$ cat src/rtl/axi_lite_reg_pkg.sv
// Shared definitions for the MM2S AXI4-Lite configuration register file:
// register offsets, bit positions, response codes and the address decoder.
package axi_lite_reg_pkg;

  localparam logic [31:0] OFF_CR     = 32'h0000_0000;
  localparam logic [31:0] OFF_SR     = 32'h0000_0004;
  localparam logic [31:0] OFF_SA     = 32'h0000_0018;
  localparam logic [31:0] OFF_SA_MSB = 32'h0000_001C;
  localparam logic [31:0] OFF_LENGTH = 32'h0000_0028;

  localparam int BIT_RS        = 0;
  localparam int BIT_RESET     = 2;
  localparam int BIT_IOC_IRQEN = 12;
  localparam int BIT_IOC_IRQ   = 12;
  localparam int BIT_HALTED    = 0;

  typedef enum logic [1:0] {
    RESP_OKAY   = 2'b00,
    RESP_SLVERR = 2'b10
  } resp_e;

  typedef enum logic {
    R_IDLE = 1'b0,
    R_DATA = 1'b1
  } rd_state_e;

  typedef enum logic [2:0] {
    SEL_CR     = 3'd0,
    SEL_SR     = 3'd1,
    SEL_SA     = 3'd2,
    SEL_SA_MSB = 3'd3,
    SEL_LENGTH = 3'd4,
    SEL_NONE   = 3'd5
  } reg_sel_e;

  // Byte-lane bits of the address are ignored; anything unmapped is SEL_NONE.
  function automatic reg_sel_e decode_addr(input logic [31:0] addr);
    logic [31:0] word;
    word = addr & ~32'h0000_0003;
    case (word)
      OFF_CR:     return SEL_CR;
      OFF_SR:     return SEL_SR;
      OFF_SA:     return SEL_SA;
      OFF_SA_MSB: return SEL_SA_MSB;
      OFF_LENGTH: return SEL_LENGTH;
      default:    return SEL_NONE;
    endcase
  endfunction

endpackage

$ cat src/rtl/axi_lite_reg_slave.sv
// AXI4-Lite slave holding the MM2S control, source address and length
// registers, plus a status register with a sticky completion interrupt.
module axi_lite_reg_slave
  import axi_lite_reg_pkg::*;
#(
  parameter int ADDR_WIDTH = 10,
  parameter int DATA_WIDTH = 32,
  parameter int LEN_WIDTH  = 26
) (
  input  logic                  axi_aclk,
  input  logic                  axi_reset,
  input  logic                  s_axi_lite_awvalid,
  output logic                  s_axi_lite_awready,
  input  logic [ADDR_WIDTH-1:0] s_axi_lite_awaddr,
  input  logic                  s_axi_lite_wvalid,
  output logic                  s_axi_lite_wready,
  input  logic [DATA_WIDTH-1:0] s_axi_lite_wdata,
  output logic                  s_axi_lite_bvalid,
  input  logic                  s_axi_lite_bready,
  output logic [1:0]            s_axi_lite_bresp,
  input  logic                  s_axi_lite_arvalid,
  output logic                  s_axi_lite_arready,
  input  logic [ADDR_WIDTH-1:0] s_axi_lite_araddr,
  output logic                  s_axi_lite_rvalid,
  input  logic                  s_axi_lite_rready,
  output logic [DATA_WIDTH-1:0] s_axi_lite_rdata,
  output logic [1:0]            s_axi_lite_rresp,
  output logic                  ctrl_run,
  output logic                  ctrl_soft_reset,
  output logic                  xfer_start,
  output logic [63:0]           src_addr,
  output logic [LEN_WIDTH-1:0]  xfer_len,
  input  logic                  dp_halted,
  input  logic                  dp_ioc,
  output logic                  introut
);

  logic                  aw_held_q, aw_held_d;
  logic                  w_held_q, w_held_d;
  logic [ADDR_WIDTH-1:0] awaddr_q, awaddr_d;
  logic [DATA_WIDTH-1:0] wdata_q, wdata_d;
  logic                  bvalid_q, bvalid_d;
  resp_e                 bresp_q, bresp_d;

  logic                  rs_q, rs_d;
  logic                  irqen_q, irqen_d;
  logic                  ioc_q, ioc_d;
  logic [DATA_WIDTH-1:0] sa_q, sa_d;
  logic [DATA_WIDTH-1:0] sa_msb_q, sa_msb_d;
  logic [LEN_WIDTH-1:0]  len_q, len_d;
  logic                  soft_rst_q, soft_rst_d;
  logic                  xfer_start_q, xfer_start_d;

  rd_state_e             rd_state_q, rd_state_d;
  logic [DATA_WIDTH-1:0] rdata_q, rdata_d;
  resp_e                 rresp_q, rresp_d;

  logic                  aw_hs_s, w_hs_s, ar_hs_s, commit_s;
  logic [ADDR_WIDTH-1:0] wr_addr_s;
  logic [DATA_WIDTH-1:0] wr_data_s;
  reg_sel_e              wr_sel_s, rd_sel_s;
  logic [DATA_WIDTH-1:0] rd_val_s;

  assign s_axi_lite_awready = !axi_reset && !aw_held_q && !bvalid_q;
  assign s_axi_lite_wready  = !axi_reset && !w_held_q && !bvalid_q;
  assign s_axi_lite_bvalid  = bvalid_q;
  assign s_axi_lite_bresp   = bresp_q;
  assign s_axi_lite_rdata   = rdata_q;
  assign s_axi_lite_rresp   = rresp_q;

  assign ctrl_run        = rs_q;
  assign ctrl_soft_reset = soft_rst_q;
  assign xfer_start      = xfer_start_q;
  assign src_addr        = {sa_msb_q, sa_q};
  assign xfer_len        = len_q;
  assign introut         = ioc_q && irqen_q;

  // Bypass the holding registers so a same-cycle AW+W commits immediately.
  always_comb begin
    aw_hs_s   = s_axi_lite_awvalid && s_axi_lite_awready;
    w_hs_s    = s_axi_lite_wvalid && s_axi_lite_wready;
    wr_addr_s = aw_held_q ? awaddr_q : s_axi_lite_awaddr;
    wr_data_s = w_held_q ? wdata_q : s_axi_lite_wdata;
    commit_s  = (aw_held_q || aw_hs_s) && (w_held_q || w_hs_s) && !bvalid_q;
    wr_sel_s  = decode_addr(32'(wr_addr_s));

    aw_held_d = aw_held_q;
    awaddr_d  = awaddr_q;
    w_held_d  = w_held_q;
    wdata_d   = wdata_q;
    bvalid_d  = bvalid_q;
    bresp_d   = bresp_q;

    if (commit_s) begin
      aw_held_d = 1'b0;
      w_held_d  = 1'b0;
      bvalid_d  = 1'b1;
      bresp_d   = (wr_sel_s == SEL_NONE) ? RESP_SLVERR : RESP_OKAY;
    end else begin
      if (aw_hs_s) begin
        aw_held_d = 1'b1;
        awaddr_d  = s_axi_lite_awaddr;
      end else begin
        aw_held_d = aw_held_q;
      end
      if (w_hs_s) begin
        w_held_d = 1'b1;
        wdata_d  = s_axi_lite_wdata;
      end else begin
        w_held_d = w_held_q;
      end
      if (bvalid_q && s_axi_lite_bready) begin
        bvalid_d = 1'b0;
      end else begin
        bvalid_d = bvalid_q;
      end
    end
  end

  always_ff @(posedge axi_aclk or posedge axi_reset) begin
    if (axi_reset) begin
      aw_held_q <= 1'b0;
      w_held_q  <= 1'b0;
      awaddr_q  <= '0;
      wdata_q   <= '0;
      bvalid_q  <= 1'b0;
      bresp_q   <= RESP_OKAY;
    end else begin
      aw_held_q <= aw_held_d;
      w_held_q  <= w_held_d;
      awaddr_q  <= awaddr_d;
      wdata_q   <= wdata_d;
      bvalid_q  <= bvalid_d;
      bresp_q   <= bresp_d;
    end
  end

  // Register file update; the soft-reset pulse clears config one edge later.
  always_comb begin
    rs_d         = rs_q;
    irqen_d      = irqen_q;
    sa_d         = sa_q;
    sa_msb_d     = sa_msb_q;
    len_d        = len_q;
    soft_rst_d   = commit_s && (wr_sel_s == SEL_CR) && wr_data_s[BIT_RESET];
    xfer_start_d = commit_s && (wr_sel_s == SEL_LENGTH) && rs_q;

    if (soft_rst_q) begin
      rs_d     = 1'b0;
      irqen_d  = 1'b0;
      sa_d     = '0;
      sa_msb_d = '0;
      len_d    = '0;
    end else if (commit_s) begin
      case (wr_sel_s)
        SEL_CR: begin
          rs_d    = wr_data_s[BIT_RS];
          irqen_d = wr_data_s[BIT_IOC_IRQEN];
        end
        SEL_SA:     sa_d     = wr_data_s;
        SEL_SA_MSB: sa_msb_d = wr_data_s;
        SEL_LENGTH: len_d    = wr_data_s[LEN_WIDTH-1:0];
        default:    len_d    = len_q;
      endcase
    end else begin
      len_d = len_q;
    end

    if (dp_ioc) begin
      ioc_d = 1'b1;
    end else if (soft_rst_q ||
                 (commit_s && (wr_sel_s == SEL_SR) && wr_data_s[BIT_IOC_IRQ])) begin
      ioc_d = 1'b0;
    end else begin
      ioc_d = ioc_q;
    end
  end

  always_ff @(posedge axi_aclk or posedge axi_reset) begin
    if (axi_reset) begin
      rs_q         <= 1'b0;
      irqen_q      <= 1'b0;
      ioc_q        <= 1'b0;
      sa_q         <= '0;
      sa_msb_q     <= '0;
      len_q        <= '0;
      soft_rst_q   <= 1'b0;
      xfer_start_q <= 1'b0;
    end else begin
      rs_q         <= rs_d;
      irqen_q      <= irqen_d;
      ioc_q        <= ioc_d;
      sa_q         <= sa_d;
      sa_msb_q     <= sa_msb_d;
      len_q        <= len_d;
      soft_rst_q   <= soft_rst_d;
      xfer_start_q <= xfer_start_d;
    end
  end

  always_ff @(posedge axi_aclk or posedge axi_reset) begin
    if (axi_reset) begin
      rd_state_q <= R_IDLE;
    end else begin
      rd_state_q <= rd_state_d;
    end
  end

  always_comb begin
    rd_state_d = rd_state_q;
    case (rd_state_q)
      R_IDLE: begin
        if (s_axi_lite_arvalid && !axi_reset) begin
          rd_state_d = R_DATA;
        end else begin
          rd_state_d = R_IDLE;
        end
      end
      R_DATA: begin
        if (s_axi_lite_rready) begin
          rd_state_d = R_IDLE;
        end else begin
          rd_state_d = R_DATA;
        end
      end
      default: rd_state_d = R_IDLE;
    endcase
  end

  always_comb begin
    s_axi_lite_arready = 1'b0;
    s_axi_lite_rvalid  = 1'b0;
    case (rd_state_q)
      R_IDLE:  s_axi_lite_arready = !axi_reset;
      R_DATA:  s_axi_lite_rvalid  = 1'b1;
      default: s_axi_lite_rvalid  = 1'b0;
    endcase
  end

  // Read data is sampled from the current (pre-commit) register values.
  always_comb begin
    ar_hs_s  = s_axi_lite_arvalid && s_axi_lite_arready;
    rd_sel_s = decode_addr(32'(s_axi_lite_araddr));
    rd_val_s = '0;
    case (rd_sel_s)
      SEL_CR: begin
        rd_val_s[BIT_RS]        = rs_q;
        rd_val_s[BIT_IOC_IRQEN] = irqen_q;
      end
      SEL_SR: begin
        rd_val_s[BIT_HALTED]  = dp_halted;
        rd_val_s[BIT_IOC_IRQ] = ioc_q;
      end
      SEL_SA:     rd_val_s = sa_q;
      SEL_SA_MSB: rd_val_s = sa_msb_q;
      SEL_LENGTH: rd_val_s = DATA_WIDTH'(len_q);
      default:    rd_val_s = '0;
    endcase

    if (ar_hs_s) begin
      rdata_d = rd_val_s;
      rresp_d = (rd_sel_s == SEL_NONE) ? RESP_SLVERR : RESP_OKAY;
    end else begin
      rdata_d = rdata_q;
      rresp_d = rresp_q;
    end
  end

  always_ff @(posedge axi_aclk or posedge axi_reset) begin
    if (axi_reset) begin
      rdata_q <= '0;
      rresp_q <= RESP_OKAY;
    end else begin
      rdata_q <= rdata_d;
      rresp_q <= rresp_d;
    end
  end

endmodule

$ cat config.mk
export PLATFORM = sky130hd
export DESIGN_NAME = axi_lite_reg_slave
export DESIGN_NICKNAME = d
export VERILOG_FILES = /design/src/rtl/axi_lite_reg_pkg.sv /design/src/rtl/axi_lite_reg_slave.sv
export SDC_FILE = /design/constraint.sdc
export NUM_CORES = 1
export LEC_CHECK = 0
export ABC_CLOCK_PERIOD_IN_PS = 8300
export BUFFER_PORTS_ARGS = -buffer_cell sky130_fd_sc_hd__buf_2
export CORE_ASPECT_RATIO = 1.5
export CORE_MARGIN = 4
export CORE_UTILIZATION = 30
export DETAILED_ROUTE_END_ITERATION = 8
export GPL_TIMING_DRIVEN = 0
export PLACE_DENSITY = 0.52
export SYNTH_ARGS = -nofsm -noshare
export SYNTH_HDL_FRONTEND = slang
export SYNTH_SLANG_ARGS = --single-unit
export TNS_END_PERCENT = 5
$ cat constraint.sdc
create_clock -name axi_aclk -period 8.3 [get_ports axi_aclk]
set_input_delay 0.415 -clock axi_aclk [delete_from_list [all_inputs] [get_ports axi_aclk]]
set_output_delay 0.415 -clock axi_aclk [all_outputs]
set_load 0.03 [all_outputs]
* Word level (Yosys, flattened, before mapping)
Cells that the tools add are included.
Word-level totals: flip-flop bits (word level) 177, input bits 61, output and inout bits 135
Operators by class: equal/unequal tests 18, mux-type cells 38, bitwise operators 2, reductions and logical operators 44
Operator list (number):
- $mux W32 | 7
- $mux W26 | 3
- $logic_not A32 Y1 | 2
- $pmux W19 S3 | 1
- $pmux W11 S3 | 1
- $eq A8 B3 Y1 const B | 4
- $pmux W3 S5 | 2
- $logic_and A1 B1 Y1 | 18
- $mux W1 | 18
- $reduce_bool A2 Y1 | 9
- $eq A8 B1 Y1 const B | 2
- $eq A8 B4 Y1 const B | 2
- $eq A3 B2 Y1 const B | 4
- $eq A3 B3 Y1 const B | 4
- $reduce_and A2 Y1 | 6
- $mux W10 | 1
- $pmux W1 S5 | 2
- $eq A3 B1 Y1 const B | 2
- $logic_not A3 Y1 | 2
- $logic_not A1 Y1 | 4
- $mux W2 | 2
- $logic_or A1 B1 Y1 | 3
- $not A1 Y1 | 2
- $pmux W1 S2 | 1

* Longest topological paths before layout
Gate-level depths: netlist of run 1.
depth after elaboration 12, depth in mapped cells 8

* Worst setup path after synthesis of run 1
OpenSTA, ideal clock, no wires.
path kind reg-to-reg, start point reg aw_held_q, end point reg len_q[10], in the netlist xfer_len[10], setup time 125 ps, arrival 2387 ps, slack 5788 ps, stages on the path, launching flop included 9, path buffers 3, clock period less this slack 2512 ps, path through dfrtp_1 buf_2 or4_1 o22a_1 or2_4 or3b_1 buf_6 buf_6 mux2_4
On the way: longest elaborated chain between the ends 9, elaborated cells on any way between the ends 18, classes of those cells eq/ne: 5; mux: 2; reduce/logical: 11
RTL lines:
- from (decl) | line axi_lite_reg_slave.sv:38 | logic aw_held_q, aw_held_d;
- from (signal assigned) | line axi_lite_reg_slave.sv:129 | aw_held_q <= aw_held_d;
- branches (longest 8 deep; another with $logic_not A32 Y1)
- $reduce_and A2 Y1 (no source line) (*)
- to (signal assigned) | line axi_lite_reg_slave.sv:195 | len_q <= len_d;
- to (decl) | line axi_lite_reg_slave.sv:50 | logic [LEN_WIDTH-1:0] len_q, len_d;
Mark *: on every way between the ends. A chain may end at the register's enable or synchronous reset.

* Worst setup path in the final report of run 1
start point reg w_held_q, end point reg sa_msb_q[8]
On the way: longest elaborated chain between the ends 9, elaborated cells on any way between the ends 13, classes of those cells mux: 4; reduce/logical: 9
RTL lines:
- from (decl) | line axi_lite_reg_slave.sv:39 | logic w_held_q, w_held_d;
- from (signal assigned) | line axi_lite_reg_slave.sv:130 | w_held_q <= w_held_d;
- $logic_not A1 Y1 | line axi_lite_reg_slave.sv:65 | assign s_axi_lite_wready = !axi_reset && !w_held_q && !bvalid_q;
- $logic_and A1 B1 Y1 (2 in series) | line axi_lite_reg_slave.sv:65
- $logic_and A1 B1 Y1 | line axi_lite_reg_slave.sv:81 | w_hs_s = s_axi_lite_wvalid && s_axi_lite_wready;
- $logic_or A1 B1 Y1 | line axi_lite_reg_slave.sv:84 | commit_s = (aw_held_q || aw_hs_s) && (w_held_q || w_hs_s) && !bvalid_q;
- $logic_and A1 B1 Y1 (2 in series) | line axi_lite_reg_slave.sv:84
- $reduce_bool A2 Y1 (no source line)
- $reduce_and A2 Y1 (no source line)
- to (signal assigned) | line axi_lite_reg_slave.sv:194 | sa_msb_q <= sa_msb_d;
- to (decl) | line axi_lite_reg_slave.sv:49 | logic [DATA_WIDTH-1:0] sa_msb_q, sa_msb_d;
Parallel ways exist; a longest one is shown, timed or not. The select of a mux whose other input is x is not followed.

==> results of run 1 <==
==> per-stage QoR <==
step | setup WS, ns | util [%] | power [mW] | hold slack, ns
2_1_floorplan | 3.197 | - | 1.932 | 0.4710
3_3_place_gp | 0.6545 | 35.49 | 2.237 | 0.4630
3_5_place_dp | 4.729 | 35.62 | 2.258 | 0.4709
4_1_cts | 4.693 | 37.81 | 3.062 | 0.1145
5_1_grt | 4.384 | 37.83 | 3.190 | 0.1254
6_report | 4.833 | 37.83 | 3.022 | 0.08413
==> registers in the layout (all words and copies together), names as in the netlist, 8 cells and up <==
name / count
sa_msb_q: 32
xfer_len: 26
sa_q: 32
s_axi_lite_rdata: 32
awaddr_q: 8
wdata_q: 32
==> area by class of cell <==
cell class	count	area [sq um]
Antenna cell	2	5.005
Buffer	56	241.5
Clock buffer	20	466.7
Clock inverter	12	111.4
Fill cell	2644	16410
Inverter	9	41.29
Multi-Input combinational cell	458	3401
Sequential cell	173	4329
Tap cell	337	421.7
Timing Repair Buffer	189	968.4
==> path summary, 6_finish.rpt <==
check / startpoint / slack, ns / end / cells past startpoint
hold / removal: axi_reset / 0.08 / wdata_q[31] / 2
max in group asynchronous: axi_reset / 7.33 / sa_msb_q[14] / 3
min in group axi_aclk: s_axi_lite_rready / 0.15 / rd_state_q / 2
setup reg to reg: w_held_q / 4.83 / sa_msb_q[8] / 6
setup / recovery: w_held_q / 4.83 / sa_msb_q[8] / 6
hold reg to reg: s_axi_lite_rdata[30] / 0.49 / s_axi_lite_rdata[30] / 2
==> cell families after synthesis <==
group | Yosys count | share of synthesized area [%]
AND/OR/NAND/NOR | 175 | 10.41
AO/OA/AOI/OAI | 164 | 15.57
XOR/XNOR | 4 | 0.4379
flip-flops | 173 | 54.10
buffers and inverters | 65 | 3.440
multiplexers | 113 | 15.98
other | 1 | 0.04687
==> power groups by stage <==
stage | Sequential (mW) | Clock (mW) | Combinational [mW]
after CTS | 1.23 | 0.817 | 1.01
after global routing | 1.26 | 0.845 | 1.08
after global placement | 1.24 | 0 | 0.994
after floorplan | 1.45 | 0 | 0.487
after detailed placement | 1.25 | 0 | 1.01
final | 1.23 | 0.793 | 0.996
==> cells in the final DEF (no fill, tap or decap), drive strengths merged, types with 3 or more instances in the layout <==
cell	n
buf	199
dfrtp	173
nor2	94
mux2	67
clkbuf	66
a211oi	61
mux2i	46
nor2b	30
a22oi	26
o2bb2ai	24
a22o	24
nand2	20
o21ai	13
inv	12
a21oi	7
nor3	6
nor4	5
clkinv	5
nand3	3
or4	3
xor2	3
clkinvlp	3
==> per-layer routing <==
metal | track usage (%) | up-vias
li1 | - | 2955
met1 | 22.71 | 3163
met2 | 31.10 | 177
met3 | 4.323 | 26
met4 | 5.884 | 2
met5 | 0 | -
==> synthesized netlist by cell type (all sizes together), types with 3 or more instances <==
cell type | instances | area share, %
dfrtp | 173 | 54
nor2 | 94 | 4.4
mux2 | 67 | 10
a211oi | 61 | 5.7
clkbuf | 46 | 2.2
mux2i | 46 | 5.8
nor2b | 30 | 2.3
a22oi | 26 | 2.4
a22o | 24 | 2.6
o2bb2ai | 24 | 2.6
nand2 | 20 | 0.94
o21ai | 13 | 0.81
buf | 10 | 0.86
inv | 9 | 0.42
a21oi | 7 | 0.44
nor3 | 6 | 0.38
nor4 | 5 | 0.47
nand3 | 3 | 0.19
or4 | 3 | 0.28
xor2 | 3 | 0.33
==> results.py, run 1 <==
metrics = {
    "clock_network": {
        "cts_buffer_depth": 2,
        "clock_latency_ns": 0.43,
        "postCtsSetupRepairBufs": 0,
        "cts.repair.resized": 0,
        "cts_tree": "yes",
        "cts.sinks": 173,
        "cts_buffers": 17,
        "htree_levels": 4,
        "cts_root_buf": "clkbuf_16",
        "cts.clk_slew.worst_paths_ns": 0.07,
        "postCtsHoldBufs": 0,
    },
    "yosys": {
        "synth-edff-count": 0,
        "yosysWarnings": 0,
        "synth-seq-cells": 173,
        "synth_seq_area_share_pct": 54.10,
        "ys_async_sr_fraction_pct": 100.0,
        "synth_cells": 695,
        "netlist_area_sq_um": 8001,
        "syn_avg_cell_area_sq_um": 11.51,
        "synth.distinct_cells": 46,
        "synth_ff_type": "dfrtp_1",
    },
    "critical_path": {
        "cp.buffers_inverters": 2,
        "critical-path-top-delay-family": "simple AND/OR/NAND/NOR gates",
        "cp_data_arrival_time_ns": 3.81,
        "start_kind": "register",
        "worstPathMaxFanout": 10,
        "slowest_delay_ns": 1.05,
        "cpMostUsedCell": "clkbuf_1",
        "crit_chain": "clkbuf_1, o221ai_1, nor4_2, clkbuf_1, nor2_1, a211oi_1",
        "crit_path_end_kind": "register",
        "crit_type": "register to register",
        "cp.required_ns": 8.64,
        "crit_path_top_delay_cell": "nor4_2",
    },
    "layout": {
        "syn2layout_area_growth_pct": 24.80,
        "fin_cells": 1256,
        "drive_above_1_share_pct": 32.72,
        "fin_nets": 965,
        "final_cell_area_sq_um": 9986,
    },
    "global_routing": {
        "grt-ovfl-total": 0,
        "grt_pass1_vias": 6593,
        "grt_first_pass_wirelength_mm": 40.47,
        "grt_max_degree": 97,
        "grt_usage_pct": 18.26,
        "antenna_found_initial": 3,
    },
    "sta": {
        "tightest_slew_ns": 1.077,
        "timing.fmax_mhz": 288.4,
        "hold_viol": 0,
        "setup_tns_ns": 0,
        "fin_crit_ns": 3.467,
        "finalMaxSlewViolations": 0,
        "rsz0062_at_grt": "false",
        "fin_skew_ns": 0.009134,
        "period_share_pct": 41.77,
        "finalSetupViolCount": 0,
        "slew_headroom_pct": 27.58,
    },
    "hold_path": {
        "worstHoldPathType": "primary input to async pin",
    },
    "route": {
        "vias": 6323,
        "highest-signal-layer": "met5",
        "drtPass1Iterations": 4,
        "met1_length_mm": 11.09,
        "detail-route-antenna-nets": 0,
        "wl_mm": 26.60,
        "route.detailed.drc": 0,
        "drt_iter0_markers": 236,
        "post_drt_wl_per_cell_um": 21.18,
        "met3_length_mm": 1.421,
        "met2_length_mm": 13.60,
        "via_per_inst": 5.034,
    },
    "run_status": {
        "status": "complete, no violations",
    },
    "floorplanning": {
        "fp.dieW_um": 141.3,
        "dieArea_sq_um": 29400,
        "die_h_um": 208.0,
        "core-area_sq_um": 26400,
        "rows": 73,
        "start_util_pct": 30.31,
        "io_pins": 196,
    },
    "power_and_ir_drop": {
        "ir_drop_v": 0.0001505,
        "power_frac_comb_pct": 32.9,
        "powerDensity_nw_per_um2": 302.6,
        "power.switching_mw": 1.131,
        "p_leak_nw": 4.717,
        "intPower_mw": 1.891,
        "netSwitchingFraction_pct": 37.43,
        "seqPwrFrac_pct": 40.8,
        "p_clk_share_pct": 26.2,
    },
    "place": {
        "gp_congestion": 0.7767,
        "place_hpwl_mm": 18.93,
        "dp.cells": 1222,
        "placed_cell_area_sq_um": 9403,
        "io_buffers": 188,
    },
    "flow_run": {
        "drv_cap": 0,
    },
}
Power figures use the tool's default switching activity.
==> run 2, diff against run 1 <==
- ABC_CLOCK_PERIOD_IN_PS: 8300 -> 3360
- clock period: 8.3 -> 3.36 ns (I/O delays scaled with it)
==> run 2 against run 1 <==
Sequential cell count did not move. First-iteration DRC count grew 23%. Critical path type unchanged. Cell count rose by 3.3%.
==> results.py, run 2 (synthesized netlist as in run 1, its figures left out) <==
metrics = {
    "layout": {
        "register_area_sq_um": 4329,
        "multi_input_area_sq_um": 3410,
        "layout_common_cells": "buf_2 (189), dfrtp_1 (173), nor2_1 (94)",
        "num-fill-cells": 2622,
        "drive_above_1_share_pct": 31.80,
        "syn2layout_area_growth_pct": 30.82,
        "fin_nets": 1007,
        "layout_commonest_cell": "buf_2",
        "fin_util_pct": 39.65,
    },
    "critical_path": {
        "r2r_slack_ns": 0.22,
        "crit_chain": "o221ai_1, or2_4, nor4_1, clkbuf_1, a211oi_1",
        "slowest_delay_ns": 0.73,
        "reg2reg_from": "w_held_q",
        "critical-path-top-delay-family": "simple AND/OR/NAND/NOR gates",
        "cp_data_arrival_time_ns": 3.42,
        "cp.buffers_inverters": 1,
        "reg2reg_depth": 5,
        "crit_path_top_delay_cell": "dfrtp_1",
        "worstPathMaxFanout": 10,
        "worstReg2RegEnd": "sa_q[7]",
        "start_kind": "register",
        "crit_path_end_kind": "register",
        "crit_type": "register to register",
        "cp.required_ns": 3.64,
    },
    "power_and_ir_drop": {
        "powerDensity_nw_per_um2": 726.2,
        "finalPower_mw": 7.601,
        "ir_drop_v": 0.0003814,
        "p_leak_nw": 4.929,
    },
    "route": {
        "detail-route-antenna-nets": 0,
        "met2_length_mm": 13.66,
        "post_drt_wl_per_cell_um": 20.71,
        "wl_mm": 26.86,
        "met1_length_mm": 11.15,
        "route.detailed.drc": 0,
        "drtPass1Iterations": 4,
        "highest-signal-layer": "met4",
        "vias": 6393,
        "via_per_inst": 4.929,
        "drt_iter0_markers": 291,
        "met3_length_mm": 1.452,
    },
    "floorplanning": {
        "fp.dieW_um": 141.3,
        "io_pins": 196,
        "rows": 73,
        "dieArea_sq_um": 29400,
        "core-area_sq_um": 26400,
        "die_h_um": 208.0,
        "start_util_pct": 30.31,
    },
    "global_routing": {
        "grt_first_pass_wirelength_mm": 41.04,
        "antenna_found_initial": 1,
        "grt-ovfl-total": 0,
        "grt_max_degree": 41,
        "grt_pass1_vias": 6687,
        "grt_usage_pct": 18.44,
    },
    "run_status": {
        "status": "complete, no violations",
    },
    "clock_network": {
        "cts.clk_slew.worst_paths_ns": 0.07,
        "postCtsSetupRepairBufs": 0,
        "clock_latency_ns": 0.44,
        "cts_root_buf": "clkbuf_16",
        "cts.sinks": 173,
        "htree_levels": 4,
        "cts_buffers": 17,
        "cts_tree": "yes",
        "cts_buffer_depth": 2,
    },
    "hold_path": {
        "min_from": "s_axi_lite_wdata[17]",
        "whs_path_depth": 2,
        "worstHoldPathType": "primary input to register",
        "min_to": "wdata_q[17]",
    },
    "sta": {
        "finalMaxSlewViolations": 0,
        "finalSetupViolCount": 0,
        "slew_headroom_pct": 38.39,
        "tightest_slew_ns": 0.9241,
        "timing.fmax_mhz": 318.3,
        "fin_crit_ns": 3.142,
        "fin_skew_ns": 0.01169,
        "period_share_pct": 93.52,
        "hold_viol": 0,
        "rsz0062_at_grt": "true",
    },
    "flow_run": {
        "drv_cap": 0,
    },
    "place": {
        "io_buffers": 188,
        "place_hpwl_mm": 19.44,
        "gp_congestion": 0.8117,
    },
}
==> run 2: final cells by class <==
type	count	share of cell area, %
multi-input combinational	458	32.57
clock buffer	18	4.196
antenna	1	0.02391
buffer	55	2.283
sequential	173	41.36
inverter	9	0.3586
tap	337	4.028
timing repair buffer	232	13.67
clock inverter	14	1.506
==> run 2: layer usage <==
metal / up-vias / track usage (%)
li1: 3033 / -
met1: 3169 / 22.66
met2: 163 / 31.53
met3: 28 / 4.530
met4: 0 / 6.051
met5: - / 0
==> run 2: power by group <==
part           switching [mW]  internal [mW]  leakage [nW]
clock                   0.909           1.13         0.290
sequential              0.443           2.63          2.27
combinational            1.50          0.984          2.37
total                    2.85           4.75          4.93
==> run 2: stage by stage <==
step	TNS [ns]	hold slack, ns	setup WS (ns)	instance area, sq um	std cells
floorplan	0	0.2644	0.8482	8009	696
global placement	-81.81	0.3460	-0.4582	9371	1221
detailed placement	-7.399	0.3011	-0.2488	9472	1226
CTS	0	0.003339	0.07997	10460	1296
global route	-1.225	0.01606	-0.08549	10470	1297
finish	0	0.01487	0.2179	10470	1297
==> run 2: worst max-delay path by stage <==
stage / end / from / slack (ns) / cells past startpoint
finish: sa_q[7] / w_held_q / 0.22 / 5
floorplan: xfer_len[10] / aw_held_q / 0.85 / 8
global route: sa_q[3] / w_held_q / -0.09 / 5
CTS: sa_q[13] / w_held_q / 0.08 / 5
detailed placement: sa_msb_q[3] / w_held_q / -0.25 / 6
global placement: s_axi_lite_rdata[16] / axi_reset / -0.46 / 2
==> run 2: worst reg2reg max path: cells and delay by family (launching register included) <==
kind / cells / cell delay (ns)
AO/OA/AOI/OAI: 2 / 0.70
AND/OR/NAND/NOR: 2 / 1.02
buffers and inverters: 1 / 0.54
flip-flops: 1 / 0.73
==> run 2: timing repair <==
action | in CTS | in global routing
gates resized for setup | 1 | 3
hold buffers | 39 | 0
setup endpoints to repair | 62 | 30
pin swaps | 0 | 0
endpoints found under the hold margin | 59 | 0
cloned | 0 | 0
==> run 3, diff against run 2 <==
- CAP_MARGIN: not set -> 20
- CELL_PAD_IN_SITES_DETAIL_PLACEMENT: not set -> 1
- CELL_PAD_IN_SITES_GLOBAL_PLACEMENT: not set -> 2
- PLACE_DENSITY: 0.52 -> 0.73
==> run 3 against run 2 <==
Worst hold slack improved by 0.0016 ns. Clock-buffer cell count is 1 lower. Die area is the same. Global-route usage increased by 1.1 points. Sequential share of layout area is 0.21 points lower. Cell count did not move. Via count increased by 2.1%. Clock power rose by 6%. Routed wire length rose by 4.7%. Non-clock buffer count is 1 higher. Largest cell class unchanged. Highest routed layer is now met5.
==> results.py, run 3 (synthesized netlist as in run 1, its figures left out) <==
metrics = {
    "run_status": {
        "status": "complete, no violations",
    },
    "hold_path": {
        "whs_path_depth": 2,
        "worstHoldPathType": "primary input to register",
    },
    "layout": {
        "drive_above_1_share_pct": 31.98,
        "antennaDiodeCount": 0,
        "layout_common_cells": "buf_2 (189), dfrtp_1 (173), nor2_1 (94)",
        "fin_nets": 1008,
        "fin_util_pct": 39.86,
        "final_cell_area_sq_um": 10520,
        "syn2layout_area_growth_pct": 31.49,
        "layout_commonest_cell": "buf_2",
    },
    "floorplanning": {
        "fp.dieW_um": 141.3,
        "die_h_um": 208.0,
        "rows": 73,
        "dieArea_sq_um": 29400,
        "start_util_pct": 30.31,
        "core-area_sq_um": 26400,
        "io_pins": 196,
    },
    "clock_network": {
        "clock_latency_ns": 0.46,
        "cts_tree": "yes",
        "cts_buffer_depth": 2,
        "cts.clk_slew.worst_paths_ns": 0.08,
        "cts_buffers": 17,
        "cts_root_buf": "clkbuf_16",
        "htree_levels": 4,
        "cts.sinks": 173,
    },
    "critical_path": {
        "crit_cells": 5,
        "crit_path_end_kind": "register",
        "slowest_delay_ns": 0.75,
        "start_kind": "register",
        "crit_path_top_delay_cell": "nor4_4",
        "cp.required_ns": 3.71,
        "reg2reg_depth": 5,
        "cp_data_arrival_time_ns": 3.45,
        "cp.buffers_inverters": 1,
        "worstPathMaxFanout": 10,
        "crit_type": "register to register",
        "crit_chain": "o221ai_1, nor4_4, clkbuf_1, nor2_1, a211oi_1",
        "critical-path-top-delay-family": "simple AND/OR/NAND/NOR gates",
    },
    "sta": {
        "slew_headroom_pct": 33.28,
        "tightest_slew_ns": 1.001,
        "setup_tns_ns": 0,
        "timing.fmax_mhz": 321.7,
        "hold_viol": 0,
        "rsz0062_at_grt": "false",
        "period_share_pct": 92.51,
        "fin_skew_ns": 0.01741,
        "timing.hold.ws_ns": 0.01643,
        "finalSetupViolCount": 0,
        "setup_slack_ns": 0.2515,
        "fin_crit_ns": 3.108,
        "finalMaxSlewViolations": 0,
    },
    "flow_run": {
        "drv_cap": 0,
    },
    "route": {
        "post_drt_wl_per_cell_um": 21.68,
        "detail-route-antenna-nets": 0,
        "drt_iter0_markers": 207,
        "wl_mm": 28.12,
        "drtPass1Iterations": 4,
        "route.detailed.drc": 0,
        "via_per_inst": 5.034,
        "vias": 6529,
    },
    "place": {
        "placed_cell_area_sq_um": 9472,
        "gp_congestion": 0.7550,
        "place_hpwl_mm": 20.40,
        "pre_cts_ws_ns": -0.2117,
        "io_buffers": 188,
    },
    "power_and_ir_drop": {
        "ir_drop_v": 0.0003794,
        "powerDensity_nw_per_um2": 738.4,
        "p_leak_nw": 4.964,
    },
    "global_routing": {
        "antenna_found_initial": 1,
        "grt_pass1_vias": 7095,
        "grt_max_degree": 37,
        "grt_usage_pct": 19.55,
        "grt_first_pass_wirelength_mm": 43.58,
        "grt-ovfl-total": 0,
    },
}
run 3: cell type report:
| class | count | area [sq um] |
|---|---|---|
| repair buffers | 233 | 1441 |
| fillers | 2931 | 15880 |
| flip-flops and latches | 173 | 4329 |
| clock buffers | 17 | 425.4 |
| plain buffers | 55 | 240.2 |
| well taps | 337 | 421.7 |
| clock inverters | 15 | 201.4 |
| inverters | 9 | 37.54 |
| multi-input cells | 458 | 3425 |
run 3: where the power goes:
part / leakage [nW] / switching [mW] / internal [mW] / total, mW
clock network: 0.306 / 0.966 / 1.20 / 2.17
logic: 2.39 / 1.53 / 0.989 / 2.51
registers: 2.27 / 0.451 / 2.63 / 3.09
total: 4.96 / 2.94 / 4.83 / 7.77
run 3: final timing paths:
path,start,endpoint,slack [ns]
worst max-delay path,w_held_q,sa_msb_q[4],0.25
worst min-delay path,s_axi_lite_wdata[1],wdata_q[1],0.02
worst max register to register,w_held_q,sa_msb_q[4],0.25
worst min register to register,s_axi_lite_rdata[27],s_axi_lite_rdata[27],0.49
max in group asynchronous,axi_reset,sa_msb_q[10],2.34
min in group asynchronous,axi_reset,s_axi_lite_bvalid,0.28
run 3: what timing repair did:
item | 4_1_cts | 5_1_grt
hold buffers | 40 | 0
gates resized for setup | 2 | 4
setup endpoints to repair | 62 | 20
setup buffers | 0 | 0
pin swaps | 0 | 0
endpoints found under the hold margin | 48 | 0
run 3: per-stage QoR:
| stage | instances | power, mW |
|---|---|---|
| CTS | 1297 | 7.853 |
| global placement | 1221 | 5.541 |
| floorplan | 696 | 4.774 |
| detailed placement | 1226 | 5.628 |
| finish | 1297 | 7.769 |
| global route | 1297 | 8.193 |
run 3: metal layers:
metal	part of all wire [%]	track usage, %	up-vias
met3	4.6	4.277	32
met1	41	23.63	3309
met2	53	34.59	155
li1	-	-	3031
met4	1.7	5.717	2
met5	0.043	0	-
